## src/rtl/dio_pin_engine_pkg.sv

```systemverilog
// dio_pin_engine_pkg: shared mode codes and config-word field layout for the DIO pin engine.
// Config word: [2:0] mode, [6:3] srcA, [10:7] srcB, [11] invert, [31:16] div.
package dio_pin_engine_pkg;
    localparam int CFG_W = 32;
    localparam logic [2:0] MODE_LOW    = 3'd0;
    localparam logic [2:0] MODE_HIGH   = 3'd1;
    localparam logic [2:0] MODE_COPY   = 3'd2;
    localparam logic [2:0] MODE_AND    = 3'd3;
    localparam logic [2:0] MODE_OR     = 3'd4;
    localparam logic [2:0] MODE_XOR    = 3'd5;
    localparam logic [2:0] MODE_CLKDIV = 3'd6;
    localparam logic [2:0] MODE_PULSE  = 3'd7;
    localparam int CFG_MODE_LSB = 0;
    localparam int CFG_MODE_W   = 3;
    localparam int CFG_SRCA_LSB = 3;
    localparam int CFG_SRCB_LSB = 7;
    localparam int CFG_SRC_W    = 4;
    localparam int CFG_INV_BIT  = 11;
    localparam int CFG_DIV_LSB  = 16;
    localparam int CFG_DIV_W    = 16;
endpackage

```

## src/rtl/dio_pin_engine_out_cell.sv

```systemverilog
// dio_pin_engine_out_cell: one output pin - mode decode, source mux, divider/one-shot state, output flop.
// Ports: Clk, Reset (sync, active-high), enable, in_sync (synchronised levels),
//        in_rise (registered, warm-up-masked rising edges), cfg (config word), pin_out.
module dio_pin_engine_out_cell
    import dio_pin_engine_pkg::*;
#(
    parameter int N_IN  = 8,
    parameter int DIV_W = 16
) (
    input  logic             Clk,
    input  logic             Reset,
    input  logic             enable,
    input  logic [N_IN-1:0]  in_sync,
    input  logic [N_IN-1:0]  in_rise,
    input  logic [CFG_W-1:0] cfg,
    output logic             pin_out
);
    logic [15:0]      lvl, rise;
    logic [2:0]       mode;
    logic [3:0]       srca, srcb;
    logic             inv, a, b, a_rise, f;
    logic [DIV_W-1:0] div;
    logic [DIV_W-1:0] cnt_d, cnt_q;
    logic             tog_d, tog_q, busy_d, busy_q, pin_out_d, pin_out_q;
    logic             unused_cfg;

    assign unused_cfg = ^{cfg[15:12], cfg[31:16]};

    always_comb begin
        // Zero-extend to 16 so any 4-bit source index >= N_IN reads 0.
        lvl = '0;
        lvl[N_IN-1:0] = in_sync;
        rise = '0;
        rise[N_IN-1:0] = in_rise;
        mode = cfg[CFG_MODE_LSB +: CFG_MODE_W];
        srca = cfg[CFG_SRCA_LSB +: CFG_SRC_W];
        srcb = cfg[CFG_SRCB_LSB +: CFG_SRC_W];
        inv = cfg[CFG_INV_BIT];
        div = cfg[CFG_DIV_LSB +: DIV_W];
        a = lvl[srca];
        b = lvl[srcb];
        a_rise = rise[srca];
        cnt_d = '0;
        tog_d = 1'b0;
        busy_d = 1'b0;
        if (mode == MODE_CLKDIV) begin
            // >= so a div lowered below the running count wraps at once.
            cnt_d = (cnt_q >= div) ? '0 : cnt_q + 1'b1;
            tog_d = tog_q ^ (cnt_q >= div);
        end else if (mode == MODE_PULSE) begin
            // An edge always reloads, so a retrigger stretches the pulse.
            cnt_d = a_rise ? div : (busy_q && cnt_q != '0) ? cnt_q - 1'b1 : cnt_q;
            busy_d = a_rise | (busy_q & (cnt_q != '0));
        end
        if (!enable) begin
            cnt_d = '0;
            tog_d = 1'b0;
            busy_d = 1'b0;
        end
        // Stateful modes use next-state so pin_out lines up with the state flops.
        f = (mode == MODE_LOW)    ? 1'b0 :
            (mode == MODE_HIGH)   ? 1'b1 :
            (mode == MODE_COPY)   ? a :
            (mode == MODE_AND)    ? (a & b) :
            (mode == MODE_OR)     ? (a | b) :
            (mode == MODE_XOR)    ? (a ^ b) :
            (mode == MODE_CLKDIV) ? tog_d : busy_d;
        pin_out_d = enable & (f ^ inv);
    end

    always_ff @(posedge Clk) begin
        if (Reset) begin
            cnt_q <= '0;
            tog_q <= 1'b0;
            busy_q <= 1'b0;
            pin_out_q <= 1'b0;
        end else begin
            cnt_q <= cnt_d;
            tog_q <= tog_d;
            busy_q <= busy_d;
            pin_out_q <= pin_out_d;
        end
    end

    assign pin_out = pin_out_q;
endmodule

```

## src/rtl/dio_pin_engine.sv

```systemverilog
// dio_pin_engine: DIO port processor - input synchroniser, edge detect and per-pin output functions.
// Ports: Clk, Reset (sync, active-high), enable (0 forces outputs/counters to 0),
//        pin_in (async pins), out_cfg (32 bits per output), pin_out (registered), in_sync (status).
module dio_pin_engine
    import dio_pin_engine_pkg::*;
#(
    parameter int N_IN        = 8,
    parameter int N_OUT       = 8,
    parameter int SYNC_STAGES = 2,
    parameter int DIV_W       = 16
) (
    input  logic                   Clk,
    input  logic                   Reset,
    input  logic                   enable,
    input  logic [N_IN-1:0]        pin_in,
    input  logic [CFG_W*N_OUT-1:0] out_cfg,
    output logic [N_OUT-1:0]       pin_out,
    output logic [N_IN-1:0]        in_sync
);
    localparam int WU_W = $clog2(SYNC_STAGES + 2);
    localparam logic [WU_W-1:0] WU_MAX = WU_W'(SYNC_STAGES + 1);

    logic [SYNC_STAGES-1:0][N_IN-1:0] sync_d, sync_q;
    logic [N_IN-1:0] prev_d, prev_q, rise_d, rise_q;
    logic [WU_W-1:0] wu_d, wu_q;

    always_comb begin
        sync_d = {sync_q[SYNC_STAGES-2:0], pin_in};
        prev_d = sync_q[SYNC_STAGES-1];
        wu_d = (wu_q == WU_MAX) ? wu_q : wu_q + 1'b1;
        // Warm-up masks edges from pins already high when Reset releases.
        rise_d = (enable && wu_q == WU_MAX) ? (sync_q[SYNC_STAGES-1] & ~prev_q) : '0;
    end

    always_ff @(posedge Clk) begin
        if (Reset) begin
            sync_q <= '0;
            prev_q <= '0;
            rise_q <= '0;
            wu_q <= '0;
        end else begin
            sync_q <= sync_d;
            prev_q <= prev_d;
            rise_q <= rise_d;
            wu_q <= wu_d;
        end
    end

    assign in_sync = sync_q[SYNC_STAGES-1];

    for (genvar k = 0; k < N_OUT; k++) begin : g_out
        dio_pin_engine_out_cell #(.N_IN(N_IN), .DIV_W(DIV_W)) u_cell (
            .Clk     (Clk),
            .Reset   (Reset),
            .enable  (enable),
            .in_sync (in_sync),
            .in_rise (rise_q),
            .cfg     (out_cfg[CFG_W*k +: CFG_W]),
            .pin_out (pin_out[k])
        );
    end
endmodule

```

## config.mk

```make
export PLATFORM = sky130hd
export DESIGN_NAME = dio_pin_engine
export DESIGN_NICKNAME = d
export VERILOG_FILES = /design/src/rtl/dio_pin_engine_pkg.sv /design/src/rtl/dio_pin_engine_out_cell.sv /design/src/rtl/dio_pin_engine.sv
export SDC_FILE = /design/constraint.sdc
export NUM_CORES = 1
export LEC_CHECK = 0
export BUFFER_PORTS_ARGS = -buffer_cell sky130_fd_sc_hd__clkbuf_2
export CAP_MARGIN = 20
export CORE_MARGIN = 1.5
export CORE_UTILIZATION = 40
export CTS_CLUSTER_DIAMETER = 30
export DETAILED_ROUTE_END_ITERATION = 10
export PLACE_DENSITY = 0.67
export SKIP_LAST_GASP = 1
export SYNTH_ARGS = -nofsm -noshare
export SYNTH_HDL_FRONTEND = slang
export SYNTH_SLANG_ARGS = --single-unit
```

## constraint.sdc

```tcl
create_clock -name Clk -period 3.62 [get_ports Clk]
set_clock_uncertainty 0.1 [all_clocks]
set_input_delay 0.543 -clock Clk [delete_from_list [all_inputs] [get_ports Clk]]
set_output_delay 0.543 -clock Clk [all_outputs]
set_load 0.005 [all_outputs]
```

# After elaboration in Yosys (flattened, before gate mapping)
# Cells that the tools add are included.
dict set report totals {
  regBits 186
  out_inout_bits 16
  wordCells 422
}
dict set report op_classes {
  add_sub_neg 17
  magnitude_cmp 24
  n_eq_ne 65
  muxes 184
  bitwise 68
  reduce_logical 27
}
# operator n
set op_table {}
lappend op_table {{$mux 16} 40}
lappend op_table {{$add 16x1->16 const B} 8}
lappend op_table {{$ge 16x16->1} 8}
lappend op_table {{$reduce_bool 16->1} 8}
lappend op_table {{$sub 16x1->16 const B} 8}
lappend op_table {{$mux 1} 120}
lappend op_table {{$bmux 1 s4} 24}
lappend op_table {{$eq 3x3->1 const B} 32}
lappend op_table {{$lt 4x5->1 const B} 16}
lappend op_table {{$eq 3x2->1 const B} 16}
lappend op_table {{$ne 4x2->1 const B} 8}
lappend op_table {{$and 1x1->1} 24}
lappend op_table {{$eq 3x1->1 const B} 8}
lappend op_table {{$logic_not 3->1} 8}
lappend op_table {{$xor 1x1->1} 24}
lappend op_table {{$or 1x1->1} 16}
lappend op_table {{$logic_and 1x1->1} 9}
lappend op_table {{$and 8x8->8} 1}
lappend op_table {{$not 8->8} 1}
lappend op_table {{$reduce_or 2->1} 2}
lappend op_table {{$add 2x1->2 const B} 1}
lappend op_table {{$eq 2x2->1 const B} 1}
lappend op_table {{$not 1->1} 2}

# Logic depth before layout (Yosys ltp)
dict set report logic_depth {
  word_depth 15
  mapped_depth 12
}

# By module
# From an unflattened synthesis, not the netlist that was laid out.
dict set report hier_totals {
  cells_unflattened 2591
  hier_area_um2 19857.8
}
# module instances cells_each area_per_inst_um2 seq_area_each_um2
set modules_own_cells {}
lappend modules_own_cells {{dio_pin_engine_out_cell (g_out[0].u_cell ...)} 7 314 2344.7 380.4}
lappend modules_own_cells {{dio_pin_engine_out_cell (g_out[7].u_cell)} 1 319 2438.6 380.4}
lappend modules_own_cells {dio_pin_engine 1 74 1006.0 680.7}

# Least setup slack after synthesis
# No wires, ideal clock.
dict set report synth_timing {
  path_kind {input-to-reg}
  start {input port out_cfg[95]}
  end {register g_out[2].u_cell.cnt_q[2]}
  setup_ps 128
  t_arrival_ps 2679
  required_ps 3392
  slack_ps 713
  stages 11
  n_path_buf 2
  cell_sequence {inv_1 ha_1 nand4_1 or4_1 o32a_1 nand4_1 buf_2 buf_1 o32ai_1 a22oi_1 nor2_1}
}
dict set report synth_between {
  elab_chain_len 3
}
# item line
set synth_rtl {}
lappend synth_rtl {{start: declaration} dio_pin_engine.sv:16} ;# input logic [CFG_W*N_OUT-1:0] out_cfg,
lappend synth_rtl {{$ge 16x16->1} dio_pin_engine_out_cell.sv:48} ;# cnt_d = (cnt_q >= div) ? '0 : cnt_q + 1'b1;
lappend synth_rtl {{$mux 16} dio_pin_engine_out_cell.sv:48}
lappend synth_rtl {{$mux 16} dio_pin_engine_out_cell.sv:46} ;# if (mode == MODE_CLKDIV) begin
lappend synth_rtl {{end signal: assignment} dio_pin_engine_out_cell.sv:78} ;# cnt_q <= cnt_d;
lappend synth_rtl {{end: declaration} dio_pin_engine_out_cell.sv:23} ;# logic [DIV_W-1:0] cnt_d, cnt_q;
# No other way between the ends.
# A chain may end at the register's enable or synchronous reset.

# Worst setup path after layout
dict set report layout_timing {
  start {register g_out[0].u_cell.cnt_q[0]}
  end {register g_out[0].u_cell.cnt_q[14]}
}
dict set report layout_between {
  elab_chain_len 5
  word_cells_on_any_way 11
  cone_classes {add/sub (2); order compare (1); eq/ne (1); mux (5); reduce/logical (2)}
}
# item line
set layout_rtl {}
lappend layout_rtl {{start: declaration} dio_pin_engine_out_cell.sv:23}
lappend layout_rtl {{start signal: assignment} dio_pin_engine_out_cell.sv:78}
lappend layout_rtl {{$sub 16x1->16} dio_pin_engine_out_cell.sv:52} ;# cnt_d = a_rise ? div : (busy_q && cnt_q != '0) ? cnt_q - 1'b1 : cnt_q;
lappend layout_rtl {{$mux 16 (2 in series)} dio_pin_engine_out_cell.sv:52}
lappend layout_rtl {{$mux 16} dio_pin_engine_out_cell.sv:50} ;# end else if (mode == MODE_PULSE) begin
lappend layout_rtl {{$mux 16} dio_pin_engine_out_cell.sv:46}
# Parallel ways exist; a longest one is shown, timed or not. The select of a mux whose other input is x is not followed.

==> run summary <==
======================================================================================================
Status                                                                                    finished, final reports clean
Die Y                                                                                           217 um
Min-Delay Path Class                                                                      input pin to register
Number of post-CTS setup repair buffers                                                              0
Half-perimeter wire length after placement                                                    45500 um
Slew margin rel.                                                                                 0.357
Final hold vios                                                                                      0
Critical path required time                                                                    3.97 ns
Length of routed met2 wiring                                                                  27900 um
Total GRT Usage                                                                                  0.254
Die ar.                                                                                     0.0472 mm2
Routed met1 length                                                                            25600 um
Effective utilization at floorplan                                                               0.405
Number of nets in the synthesized netlist                                                         2892
Placed Cells incl. Taps                                                                           3194
Count of nets after finishing                                                                     3049
EDFF count, synth                                                                                    0
Mean Syn Cell Area                                                                            7.47 um2
Standard cell area after detailed placement                                                 0.0201 mm2
Number of nets still failing antenna checks after routing                                            0
Core area                                                                                   0.0453 mm2
Die X-Extent                                                                                    217 um
Minimum period implied by the final worst setup slack                                          3.24 ns
VDD IR-drop max                                                                             0.000277 V
TritonCTS clock tree                                                                               yes
Total Neg Setup Slack                                                                             0 ns
H-Tree Level Count                                                                                   4
Drt total wl                                                                                  60600 um
Count of cells resized by post-cts repair                                                            0
Inserted Clock Buffers                                                                              17
Vias/cell                                                                                         5.93
1st-pass router iterations                                                                           6
Post-synthesis cell area                                                                    0.0184 mm2
Sort of element at the start of the critical path                                             register
Latest clock arrival within the worst-skew pair                                                0.51 ns
Sequential area share after synthesis                                                            0.203
Post-CTS Hold Fix Bufs                                                                               0
Total via count after detailed routing                                                           19200
Highest clock rate                                                                             309 MHz
Yosys warning total                                                                                  0
Drt first-iter violations                                                                         1598
Residual overflow from global routing                                                                0
Primary flip-flop cell chosen by synthesis mapping                                        sky130_fd_sc_hd__dfxtp_1
Clock transition at the register clock pins on the worst setup and hold paths after CTS        0.07 ns
Leak Pwr                                                                                       9.32 nW
Largest area contributor in the synthesized netlist                                       sky130_fd_sc_hd__dfxtp_1
Area contributors post-synth                                                              sky130_fd_sc_hd__dfxtp_1 20%, sky130_fd_sc_hd__ha_1 12%, sky130_fd_sc_hd__mux4_2 5.9%
Footprint of the multi-input gates                                                          0.0132 mm2
Final slew viol count                                                                                0
Via count of the first global-routing pass                                                       17900
Data arrival time at the worst-slack endpoint                                                  3.58 ns
Met3 wire length                                                                               4690 um
Setup repair after global routing missed its margin                                                 no
Wire length of the first global-routing pass                                                  95200 um
Post-route core utilization                                                                      0.459
Max Fanout on Critical Path                                                                          8
Yosys cell types                                                                                    83
I/O pin count                                                                                      283
Worst Setup Path Type                                                                     register to register
Total clock sinks                                                                                  186
Antenna violations before repair                                                                    13
Number of setup violations in the final report                                                       0
Post-DR wirelength/cell                                                                        18.7 um
Power Dens Cells                                                                            267 mW/mm2
Reported max-cap violation count                                                                     0
Count of fill cells added during filler insertion                                                 4620
Area share of the largest cell type after synthesis                                              0.203
Tightest Pin Transition                                                                       0.964 ns
Final worst-path cycle share                                                                     0.894
Seq cells post-synth                                                                               186
Area delta synth->final                                                                          13.3%
Post-route standard cell area excluding fillers                                             0.0208 mm2
Uppermost layer routed                                                                            met5
Max clock buf depth                                                                                  2
Mapped Cells                                                                                      2456
Final GP Congestion                                                                              0.950
Post-layout power                                                                              5.56 mW
Share of flip-flops with an asynchronous set or reset                                                0
Kind of capture point of the worst setup path                                                 register
Number of placement rows                                                                            78
Pin count of the biggest net entering global routing                                                34
Share of final-layout standard cells stronger than drive strength 1                              0.164
Number of non-filler instances in the completed layout                                            3238
Count of unresolved DRC violations after routing                                                     0
Clock root cell                                                                           sky130_fd_sc_hd__clkbuf_16
FF/Latch Area                                                                              0.00372 mm2
Port buffer count                                                                                  250
======================================================================================================
[per-stage QoR]
step	worst slack, ns	hold WS (ns)
global route	0.0640	0.157
detailed placement	0.336	0.278
CTS	0.404	0.147
floorplan	0.713	0.273
global placement	0.425	0.273
finish	0.384	0.176
[flip-flops by register name, summed over array words and instances (netlist names)]
| signal | count |
|---|---|
| g_out.u_cell.busy_q | 8 |
| g_out.u_cell.cnt_q | 128 |
| g_out.u_cell.pin_out | 8 |
| g_out.u_cell.tog_q | 8 |
| in_sync | 8 |
| prev_q | 8 |
| rise_q | 8 |
| sync_d | 8 |
| wu_q | 2 |
[per-layer routing]
| layer | vias to the layer above | GRT usage |
|---|---|---|
| li1 | 9257 | - |
| met5 | - | 0 |
| met1 | 9087 | 0.323 |
| met2 | 720 | 0.407 |
| met3 | 132 | 0.0567 |
| met4 | 10 | 0.114 |
[cells by family after synthesis]
kind of cell	Yosys count	synth area share
DFF	186	0.203
and+or+nand+nor	863	0.230
AOI/OAI and AO/OA	671	0.243
muxes	73	0.0726
adders and majority gates	169	0.115
xor gates and xnor gates	119	0.0568
buffers and inverters	375	0.0794
[critical path, cell delays in order, from the launching register on]
cell	delay (ns)
sky130_fd_sc_hd__dfxtp_1	0.47
sky130_fd_sc_hd__inv_1	0.13
sky130_fd_sc_hd__ha_1	0.28
sky130_fd_sc_hd__nand2b_1	0.15
sky130_fd_sc_hd__a211oi_1	0.31
sky130_fd_sc_hd__o31ai_1	0.18
sky130_fd_sc_hd__a211oi_1	0.48
sky130_fd_sc_hd__nand2_1	0.30
sky130_fd_sc_hd__buf_4	0.24
sky130_fd_sc_hd__o41ai_1	0.39
sky130_fd_sc_hd__o21a_1	0.15
[cell usage after synthesis, drive strengths merged (11+ instances only)]
cell,count
a211oi,21
a21o,36
a21oi,171
a22oi,28
a31oi,20
a32o,29
and3,51
buf,24
clkbuf,147
dfxtp,186
ha,169
inv,204
mux2i,24
mux4,48
nand2,209
nand2b,34
nand3,94
nand4,31
nor2,225
nor2b,33
nor3,63
nor3b,18
nor4,40
o211ai,12
o21ai,170
o22ai,18
o31ai,16
o32ai,49
o41ai,11
or2,12
or3,18
xnor2,72
xor2,47
[report_power, final]
| part | switching (mW) | internal, mW | leakage [nW] |
|---|---|---|---|
| clock | 0.939 | 1.19 | 0.307 |
| combinational | 0.714 | 0.554 | 7.51 |
| sequential | 0.0715 | 2.09 | 1.51 |
[placed cells by master, fill, tap and decap left out, drive strengths merged, types with 16 or more instances in the layout]
cell type and count:
inv 204, nor2b 33, o31ai 16, or3 18
nand3 94, mux2i 24, buf 59, nor3b 18
nor4 40, o21ai 170, o22ai 18, clkbuf 276
a21o 36, nand2 209, nand2b 34, nand4 31
a22oi 28, nor2 225, a32o 29, xnor2 72
and3 51, xor2 47, dfxtp 186, mux4 48
a211oi 21, a31oi 20, o32ai 49, a21oi 171
nor3 63, ha 169
[worst paths after layout]
path | start | endpoint | slack [ns] | cells after the start
max | g_out[0].u_cell.cnt_q[0]$_SDFFE_PP0P_ | g_out[0].u_cell.cnt_q[14]$_SDFFE_PP0P_ | 0.38 | 10
min reg2reg | prev_q[2]$_SDFF_PP0_ | rise_q[2]$_SDFF_PP0_ | 0.29 | 1
max reg2reg | g_out[0].u_cell.cnt_q[0]$_SDFFE_PP0P_ | g_out[0].u_cell.cnt_q[14]$_SDFFE_PP0P_ | 0.38 | 10
min | out_cfg[139] | g_out[4].u_cell.pin_out$_SDFF_PP0_ | 0.18 | 3
[cell type report]
| type | instances | share of cell area |
|---|---|---|
| well taps | 600 | 0.0361 |
| clock buffers | 26 | 0.0250 |
| flip-flops and latches | 186 | 0.179 |
| repair buffers | 309 | 0.0821 |
| clock inverters | 6 | 0.00517 |
| multi-input cells | 1895 | 0.634 |
| inverters | 204 | 0.0368 |
| diodes | 12 | 0.00144 |
Power figures use the tool's default switching activity.
